## src/rtl/ccastles_pkg.sv

```systemverilog
// Shared types and widths for the Crystal Castles trackball synthesiser.
// Counter and mouse-delta widths plus the per-axis motion states.
package ccastles_pkg;

  localparam int TB_W      = 8;
  localparam int MOUSE_W   = 9;
  localparam int MOUSE_SAT = 127;

  typedef enum logic [1:0] {
    IDLE,
    ACCEL,
    CRUISE
  } axis_state_t;

endpackage

```

## src/rtl/ccastles_tb_axis.sv

```systemverilog
// One trackball axis: tick-driven speed-ramp FSM and saturated mouse delta into a wrapping counter.
// pos updates on the edge closing a tick or mouse-event cycle; no backpressure, inputs are sampled as levels.
module ccastles_tb_axis
  import ccastles_pkg::*;
#(
  parameter int MAX_SPEED   = 8,
  parameter int ACCEL_TICKS = 4
) (
  input  logic               clk,
  input  logic               reset_n,
  input  logic               tick,
  input  logic               dir_pos,
  input  logic               dir_neg,
  input  logic               mouse_vld,
  input  logic [MOUSE_W-1:0] mouse_dat,
  input  logic               mouse_inv,
  output logic [TB_W-1:0]    pos,
  output logic               active
);

  localparam int STEP_W = (ACCEL_TICKS > 1) ? $clog2(ACCEL_TICKS) : 1;
  localparam logic [STEP_W-1:0] STEP_LAST = STEP_W'(ACCEL_TICKS - 1);
  localparam logic [3:0] SPEED_MAX = 4'(MAX_SPEED);
  localparam logic signed [MOUSE_W-1:0] SAT_HI = MOUSE_W'(MOUSE_SAT);
  localparam logic signed [MOUSE_W-1:0] SAT_LO = -SAT_HI;

  axis_state_t       state;
  axis_state_t       run_state;
  logic [3:0]        speed;
  logic [3:0]        speed_new;
  logic [STEP_W-1:0] step_cnt;
  logic              last_neg;
  logic              dir_any;
  logic              rev;
  logic              restart;
  logic              ramp_up;
  logic [TB_W-1:0]   joy_mag;
  logic [TB_W-1:0]   joy_d;
  logic [TB_W-1:0]   mouse_sat;
  logic [TB_W-1:0]   mouse_d;

  assign dir_any = dir_pos | dir_neg;
  assign rev     = (dir_pos & last_neg) | (dir_neg & ~last_neg);
  assign restart = (state == IDLE) | rev;
  assign ramp_up = (state == ACCEL) && (step_cnt == STEP_LAST);

  // Speed that applies to this tick; the delta uses it, so a fresh press moves by 1 at once.
  always_comb begin
    speed_new = speed;
    if (!dir_any) begin
      speed_new = '0;
    end else if (restart) begin
      speed_new = 4'd1;
    end else if (ramp_up) begin
      speed_new = speed + 4'd1;
    end
  end

  always_comb begin
    run_state = (speed_new >= SPEED_MAX) ? CRUISE : ACCEL;
  end

  always_ff @(posedge clk or negedge reset_n) begin
    if (!reset_n) begin
      state    <= IDLE;
      speed    <= '0;
      step_cnt <= '0;
      last_neg <= 1'b0;
      active   <= 1'b0;
    end else if (tick) begin
      speed <= speed_new;
      if (!dir_any) begin
        state    <= IDLE;
        step_cnt <= '0;
        active   <= 1'b0;
      end else begin
        state  <= run_state;
        active <= 1'b1;
        if (restart) begin
          last_neg <= dir_neg;
        end
        if (restart || ramp_up || (state == CRUISE)) begin
          step_cnt <= '0;
        end else begin
          step_cnt <= step_cnt + STEP_W'(1);
        end
      end
    end
  end

  always_comb begin
    if ($signed(mouse_dat) > SAT_HI) begin
      mouse_sat = TB_W'(MOUSE_SAT);
    end else if ($signed(mouse_dat) < SAT_LO) begin
      mouse_sat = -TB_W'(MOUSE_SAT);
    end else begin
      mouse_sat = mouse_dat[TB_W-1:0];
    end
  end

  // Inversion happens after saturation so -256 still maps cleanly to +127.
  assign mouse_d = !mouse_vld ? '0 : (mouse_inv ? -mouse_sat : mouse_sat);
  assign joy_mag = TB_W'(speed_new);
  assign joy_d   = !tick ? '0 : (dir_neg ? -joy_mag : joy_mag);

  always_ff @(posedge clk or negedge reset_n) begin
    if (!reset_n) begin
      pos <= '0;
    end else begin
      pos <= pos + joy_d + mouse_d;
    end
  end

endmodule

```

## src/rtl/ccastles_trackball.sv

```systemverilog
// Trackball counters for the ccastles core from MiSTer joystick directions and PS/2 mouse deltas.
// Counters change one edge after a motion tick or mouse strobe toggle; no backpressure, mouse packets are never dropped.
module ccastles_trackball
  import ccastles_pkg::*;
#(
  parameter int TICK_DIV    = 50000,
  parameter int MAX_SPEED   = 8,
  parameter int ACCEL_TICKS = 4
) (
  input  logic               clk,
  input  logic               reset_n,
  input  logic               joy_right,
  input  logic               joy_left,
  input  logic               joy_down,
  input  logic               joy_up,
  input  logic [MOUSE_W-1:0] mouse_dx,
  input  logic [MOUSE_W-1:0] mouse_dy,
  input  logic               mouse_strobe,
  input  logic               flip,
  output logic [TB_W-1:0]    tbx,
  output logic [TB_W-1:0]    tby,
  output logic               moving
);

  localparam int DIV_W = $clog2(TICK_DIV);
  localparam logic [DIV_W-1:0] DIV_LAST = DIV_W'(TICK_DIV - 1);

  logic [DIV_W-1:0] div_cnt;
  logic             tick;
  logic             strobe_q;
  logic             strobe_armed;
  logic             mouse_vld;
  logic             x_pos, x_neg, y_pos, y_neg;
  logic             x_active, y_active;

  assign tick = (div_cnt == DIV_LAST);

  always_ff @(posedge clk or negedge reset_n) begin
    if (!reset_n) begin
      div_cnt <= '0;
    end else if (tick) begin
      div_cnt <= '0;
    end else begin
      div_cnt <= div_cnt + DIV_W'(1);
    end
  end

  // The first clock only captures the strobe level, so a high strobe at reset release is not an event.
  always_ff @(posedge clk or negedge reset_n) begin
    if (!reset_n) begin
      strobe_q     <= 1'b0;
      strobe_armed <= 1'b0;
    end else begin
      strobe_q     <= mouse_strobe;
      strobe_armed <= 1'b1;
    end
  end

  assign mouse_vld = strobe_armed & (mouse_strobe ^ strobe_q);

  // Opposing inputs cancel; flip swaps the sense of both axes.
  assign x_pos = flip ? (joy_left & ~joy_right) : (joy_right & ~joy_left);
  assign x_neg = flip ? (joy_right & ~joy_left) : (joy_left & ~joy_right);
  assign y_pos = flip ? (joy_down & ~joy_up)    : (joy_up & ~joy_down);
  assign y_neg = flip ? (joy_up & ~joy_down)    : (joy_down & ~joy_up);

  ccastles_tb_axis #(
    .MAX_SPEED   (MAX_SPEED),
    .ACCEL_TICKS (ACCEL_TICKS)
  ) u_axis_x (
    .clk       (clk),
    .reset_n   (reset_n),
    .tick      (tick),
    .dir_pos   (x_pos),
    .dir_neg   (x_neg),
    .mouse_vld (mouse_vld),
    .mouse_dat (mouse_dx),
    .mouse_inv (flip),
    .pos       (tbx),
    .active    (x_active)
  );

  ccastles_tb_axis #(
    .MAX_SPEED   (MAX_SPEED),
    .ACCEL_TICKS (ACCEL_TICKS)
  ) u_axis_y (
    .clk       (clk),
    .reset_n   (reset_n),
    .tick      (tick),
    .dir_pos   (y_pos),
    .dir_neg   (y_neg),
    .mouse_vld (mouse_vld),
    .mouse_dat (mouse_dy),
    .mouse_inv (flip),
    .pos       (tby),
    .active    (y_active)
  );

  assign moving = x_active | y_active;

endmodule

```

## config.mk

```make
export PLATFORM = sky130hd
export DESIGN_NAME = ccastles_trackball
export DESIGN_NICKNAME = d
export VERILOG_FILES = /design/src/rtl/ccastles_pkg.sv /design/src/rtl/ccastles_tb_axis.sv /design/src/rtl/ccastles_trackball.sv
export SDC_FILE = /design/constraint.sdc
export NUM_CORES = 1
export LEC_CHECK = 0
export ABC_AREA = 1
export CAP_MARGIN = 20
export CELL_PAD_IN_SITES_DETAIL_PLACEMENT = 1
export CELL_PAD_IN_SITES_GLOBAL_PLACEMENT = 1
export CORE_MARGIN = 2
export CORE_UTILIZATION = 25
export CTS_BUF_LIST = sky130_fd_sc_hd__clkbuf_4 sky130_fd_sc_hd__clkbuf_8
export DETAILED_ROUTE_END_ITERATION = 10
export GPL_ROUTABILITY_DRIVEN = 0
export PLACE_DENSITY_LB_ADDON = 0.1
export SETUP_SLACK_MARGIN = 0.05
export SLEW_MARGIN = 20
export SYNTH_ARGS = -nofsm -noshare
export SYNTH_HDL_FRONTEND = slang
export SYNTH_SLANG_ARGS = --single-unit
```

## constraint.sdc

```tcl
create_clock -name clk -period 7.4 [get_ports clk]
set_clock_uncertainty 0.05 [all_clocks]
set_input_delay 1.85 -clock clk [delete_from_list [all_inputs] [get_ports clk]]
set_output_delay 1.85 -clock clk [all_outputs]
set_load 0.05 [all_outputs]
```

Yosys cells after proc, flatten, opt, wreduce, memory -nomap -nowiden
Cells that the tools add are included.
{ "op_classes": {"addsub": 13, "magnitude_cmp": 6, "eq_ne": 7, "muxes": 33, "bitwise": 23, "n_reduce_logical": 10} }
{ "ops": {"columns": ["cell", "count"], "rows": [
  ["$mux W8", 12],
  ["$add A8 B8 Y8", 4],
  ["$mux W4", 6],
  ["$gt A9 B8 Y1 const B", 2],
  ["$lt A9 B8 Y1 const B", 2],
  ["$add A16 B1 Y16 const B", 1],
  ["$eq A16 B16 Y1 const B", 1],
  ["$mux W16", 1],
  ["$mux W2", 8],
  ["$neg A4 Y8", 2],
  ["$neg A8 Y8", 2],
  ["$and A1 B1 Y1", 9],
  ["$add A4 B1 Y4 const B", 2],
  ["$eq A2 B2 Y1 const B", 4],
  ["$ge A4 B4 Y1 const B", 2],
  ["$or A1 B1 Y1", 7],
  ["$mux W1", 6],
  ["$not A1 Y1", 6],
  ["$reduce_and A3 Y1", 2],
  ["$add A2 B1 Y2 const B", 2],
  ["$eq A2 B1 Y1 const B", 2],
  ["$logic_not A2 Y1", 2],
  ["$logic_or A1 B1 Y1", 4],
  ["$logic_and A1 B1 Y1", 2],
  ["$xor A1 B1 Y1", 1]
]} }
{ "totals": {"reg_bits": 54, "in_bits": 26, "output_inout_bits": 17, "word_cells": 107} }

Logic depth before layout (Yosys ltp)
{ "depth": {"word_depth": 13, "ltp_mapped": 28, "mapped_depth_nobuf": 28} }

Cells and area by module
Synthesis repeated with hierarchy kept, for this count alone.
{ "hier_totals": {"cells_unflattened": 552, "area_unflattened_um2": 4105.2} }
{ "by_module_without_submodules": {"columns": ["mod", "instances", "cells_per_inst", "area_per_inst_um2", "seq_area_each_um2"], "rows": [
  ["ccastles_tb_axis (u_axis_y)", 1, 207, 1559.0, 450.4],
  ["ccastles_tb_axis (u_axis_x)", 1, 208, 1540.2, 450.4],
  ["ccastles_trackball", 1, 137, 1006.0, 450.4]
]} }

Least setup slack after synthesis
Ideal clock, no wire load.
{ "synth_timing": {"kind": "input to register", "start": "input port joy_down", "end": "register u_axis_y.pos[7]", "setup_ns": 0.113, "arrival_ns": 4.892, "required_time_ns": 7.237, "slack_ns": 2.345, "stages": 25, "cell_sequence": "inv_1 > nor2_1 > nand2_1 > o21ai_4 > inv_2 > nand2_2 > inv_2 > nor2_4 > o211ai_4 > ha_1 > o21ai_0 > fa_1 > inv_1 > ha_1 > fa_1 > nand3_1 > nand2_1 > nand2_1 > nand2_1 > a21oi_1 > nand3_1 > nand2_1 > nand4_1 > nand2_1 > inv_1"} }
{ "synth_via": {"elab_chain_cells": 13} }
{ "synth_lines": {"columns": ["element", "line", "source"], "rows": [
  ["start, declared", "ccastles_trackball.sv:14", "input logic joy_down,"],
  ["$not A1 Y1", "ccastles_trackball.sv:64, ccastles_trackball.sv:65", null],
  ["$and A1 B1 Y1", "ccastles_trackball.sv:64, ccastles_trackball.sv:65", null],
  ["$mux W1 (on tied branches)", "ccastles_trackball.sv:64, ccastles_trackball.sv:65", null],
  ["$and A1 B1 Y1", "ccastles_tb_axis.sv:43", "assign rev = (dir_pos & last_neg) | (dir_neg & ~last_neg);"],
  ["$or A1 B1 Y1", "ccastles_tb_axis.sv:43", null],
  ["$or A1 B1 Y1", "ccastles_tb_axis.sv:44", "assign restart = (state == IDLE) | rev;"],
  ["$mux W4", "ccastles_tb_axis.sv:52", "end else if (restart) begin"],
  ["$mux W4", "ccastles_tb_axis.sv:50", "if (!dir_any) begin"],
  ["$neg A4 Y8", "ccastles_tb_axis.sv:104", "assign joy_d = !tick ? '0 : (dir_neg ? -joy_mag : joy_mag);"],
  ["$mux W8 * (2 in a row)", "ccastles_tb_axis.sv:104", null],
  ["$add A8 B8 Y8 * (2 in a row)", "ccastles_tb_axis.sv:110", "pos <= pos + joy_d + mouse_d;"],
  ["end signal, assigned", "ccastles_tb_axis.sv:110", null],
  ["end, declared", "ccastles_tb_axis.sv:17", "output logic [TB_W-1:0] pos,"]
]} }
Mark *: on every way between the ends. The rest lies on a longest branch, timed or not.
A chain may end at the register's enable or synchronous reset.

Final worst setup path
{ "layout_timing": {"start": "input port flip", "end": "register u_axis_y.pos[7]"} }
{ "layout_via": {"elab_chain_cells": 11} }
{ "layout_lines": {"columns": ["element", "line", "source"], "rows": [
  ["start, declared", "ccastles_trackball.sv:19", "input logic flip,"],
  ["$mux W1 (on tied branches)", "ccastles_trackball.sv:64, ccastles_trackball.sv:65", null],
  ["$and A1 B1 Y1", "ccastles_tb_axis.sv:43", null],
  ["$or A1 B1 Y1", "ccastles_tb_axis.sv:43", null],
  ["$or A1 B1 Y1", "ccastles_tb_axis.sv:44", null],
  ["$mux W4", "ccastles_tb_axis.sv:52", null],
  ["$mux W4", "ccastles_tb_axis.sv:50", null],
  ["$neg A4 Y8", "ccastles_tb_axis.sv:104", null],
  ["$mux W8 (2 in a row)", "ccastles_tb_axis.sv:104", null],
  ["$add A8 B8 Y8", "ccastles_tb_axis.sv:110", null],
  ["$add A8 B8 Y8 *", "ccastles_tb_axis.sv:110", null]
]} }
Marked as above.

==> reports/metrics.yaml <==
area_delta_synth_final_pct: 19.6
overflow: 0
clock_latency_ns: 0.35
drtPass1Iterations: 4
synth_ff_type: "dfrtp_1"
syn_area_mm2: 0.00407
p_per_area_mw_per_mm2: 243
final_cells: 808
critical_path_required_ns: 7.61
synth_simple_gate_area_frac: 0.277
clk_pin_slew_ns: 0.13
synth_edf_count: 0
yosysWarnings: 0
start_kind: "primary input"
synth_nets: 611
yosys-top-cells-area: "dfrtp_1 32%, nand2_1 12%, inv_1 7.9%"
synth_xor_area_frac: 0.0344
cts_made_buffers: 5
finalNetCount: 656
post_cts_buffers: 0
outcome: "finished, final reports clean"
wl_per_cell_um: 14.1
p_leak_nw: 2.45
synth_top_area_frac: 0.320
cts_resized: 0
synth_most_common_cell: "nand2_1"
wl_met2_mm: 5.43
criticalPathCategory: "in -> reg"
vias_per_cell: 4.49
rsz0062_at_grt: "false"
relSlewSlack: 0.507
syn_avg_cell_area_um2: 7.45
tritoncts: "yes"
synth_cell_types: 39
wl_met1_mm: 5.58
die_h_um: 132
grt_max_degree: 53
syn_inst: 546
antenna_cells: 0
final_util: 0.306
slew_viol_final: 0
rows: 46
cts_buffer_depth: 2
grt_pass1_vias: 3859
critical_path.endpoint_type: "flop"
grt_pass1_wl_mm: 19.2
dp.cells: 800
drt-total-wl_mm: 11.4
dieWidth_um: 132
min_period_over_period: 0.808
synth_area_leader_cell: "dfrtp_1"
track_usage: 0.138
ant_nets: 0
drive_above_1_share: 0.0676
synthAdderAreaFrac: 0.149
route.detailed.drc: 0
tns_ns: 0
cp_max_fo: 17
cts_htree_levels: 2
ys_seq_elements: 52
cap_violations: 0
max_freq_ghz: 0.167
synthArstFlopShare: 1.00
synth_compound_area_frac: 0.123
dpl.hpwl_mm: 8.89
postCtsHoldBufs: 0
cts-root-buf: "clkbuf_8"
port_buffers: 42
coreArea_mm2: 0.0159
tightest_slew_ns: 0.739
ys_seq_area_frac: 0.320
hold_depth: 1
synth.mux.area_fraction: 0
setup_violations: 0
io_pins: 43
vias: 3631
hold_path.class: "reg -> reg"
finalCriticalPeriod_ns: 5.98
arrival_ns: 6.19
hold_viol_final: 0
synthTopCellsByCount: "129 x nand2_1, 86 x inv_1, 52 x dfrtp_1"
dr_wl_met3_um: 289
ir_drop_uv: 97.2
dieArea_mm2: 0.0173
placed_area_mm2: 0.00475
clock-sinks: 52
start_util: 0.256
antenna_found_initial: 0
highest_layer: "met4"
synth_top_family_by_area: "simple AND/OR/NAND/NOR gates"
final_area_mm2: 0.00487
drtIter0Drc: 98
r2r_cells: 23
-- cells by family (layout without fill, tap and decap cells) --
logic type | count (synthesis) | after routing
compound gates | 84 | 84
xor+xnor | 16 | 16
fa+ha+maj | 39 | 39
buf+inv | 101 | 147
flops | 52 | 52
other cells | 1 | 1
simple gates | 253 | 253
-- placed cells by master, fill, tap and decap left out, types with 2 or more instances in the layout --
master	instances
fa_1	16
nand4_1	13
a21oi_1	27
inv_2	6
xnor2_1	8
and3_4	2
inv_1	86
clkdlybuf4s50_1	41
or2_2	2
o31ai_1	3
and2_1	3
nand3b_1	3
and3_1	2
xor2_1	8
ha_1	23
nand2_1	129
o21ai_1	5
nand2_2	3
clkbuf_8	6
buf_4	4
o211ai_1	2
nand3_1	31
nor2_1	49
o21ai_2	7
dfrtp_1	52
nor3_1	12
o21ai_0	34
-- registers in the layout, indices dropped and copies added (netlist names), 2 cells and up --
name               count
div_cnt               16
u_axis_y.step_cnt      2
u_axis_y.speed         4
u_axis_x.step_cnt      2
u_axis_x.pos           8
u_axis_y.pos           8
u_axis_x.speed         4
-- worst max-delay path: stages --
cell and delay, ns:
clkdlybuf4s50_1 0.79, inv_4 0.19, o21ai_4 0.28, inv_2 0.10, nand2_2 0.11, inv_2 0.06
nor2_4 0.14, o211ai_4 0.10, ha_1 0.22, o21ai_0 0.24, nand3b_1 0.17, fa_1 0.52
inv_1 0.07, fa_1 0.46, nand3_1 0.10, nand2_1 0.08, nand2_1 0.06, nand2_1 0.05
a21oi_1 0.18, nand3_1 0.10, nand2_1 0.10, nand4_1 0.10, nand2_1 0.07, inv_1 0.03
-- worst paths after layout --
path | slack, ns | startpoint | endpoint
setup / recovery | 1.42 | flip | u_axis_y.pos[7]$_DFF_PN0_
hold / removal | 0.42 | div_cnt[0]$_DFF_PN0_ | div_cnt[0]$_DFF_PN0_
setup reg to reg | 3.21 | div_cnt[0]$_DFF_PN0_ | u_axis_y.pos[7]$_DFF_PN0_
hold reg to reg | 0.42 | div_cnt[0]$_DFF_PN0_ | div_cnt[0]$_DFF_PN0_
max in group asynchronous | 5.21 | reset_n | u_axis_y.pos[0]$_DFF_PN0_
min in group asynchronous | 1.59 | reset_n | strobe_armed$_DFF_PN0_
-- cell type report --
| type | instances | area [um^2] |
|---|---|---|
| clock buffers | 6 | 82.6 |
| multi-input cells | 393 | 2380 |
| repair buffers | 46 | 445 |
| flip-flops and latches | 52 | 1300 |
| fillers | 1975 | 11000 |
| well taps | 216 | 270 |
| inverters | 93 | 352 |
| clock inverters | 2 | 38.8 |
-- through the flow --
stage	hold WS, ns	power [mW]	setup slack (ns)
after CTS	0.418	1.21	1.37
after detailed placement	0.401	0.970	1.07
after global routing	0.428	1.28	0.996
after floorplan	0.375	0.775	2.34
final	0.415	1.18	1.42
after global placement	0.395	0.962	1.24
-- per-layer routing --
layer,track usage,up-vias
li1,-,1832
met1,0.181,1747
met2,0.237,45
met3,0.0193,7
met4,0.0399,0
met5,0,-
-- where the power goes --
part	total (mW)	leakage (nW)	internal [mW]	switching [mW]
Combinational	0.585	1.80	0.205	0.379
Clock	0.229	0.0614	0.111	0.118
Sequential	0.367	0.586	0.332	0.0353
No activity file was read; power rests on OpenSTA's default activity.
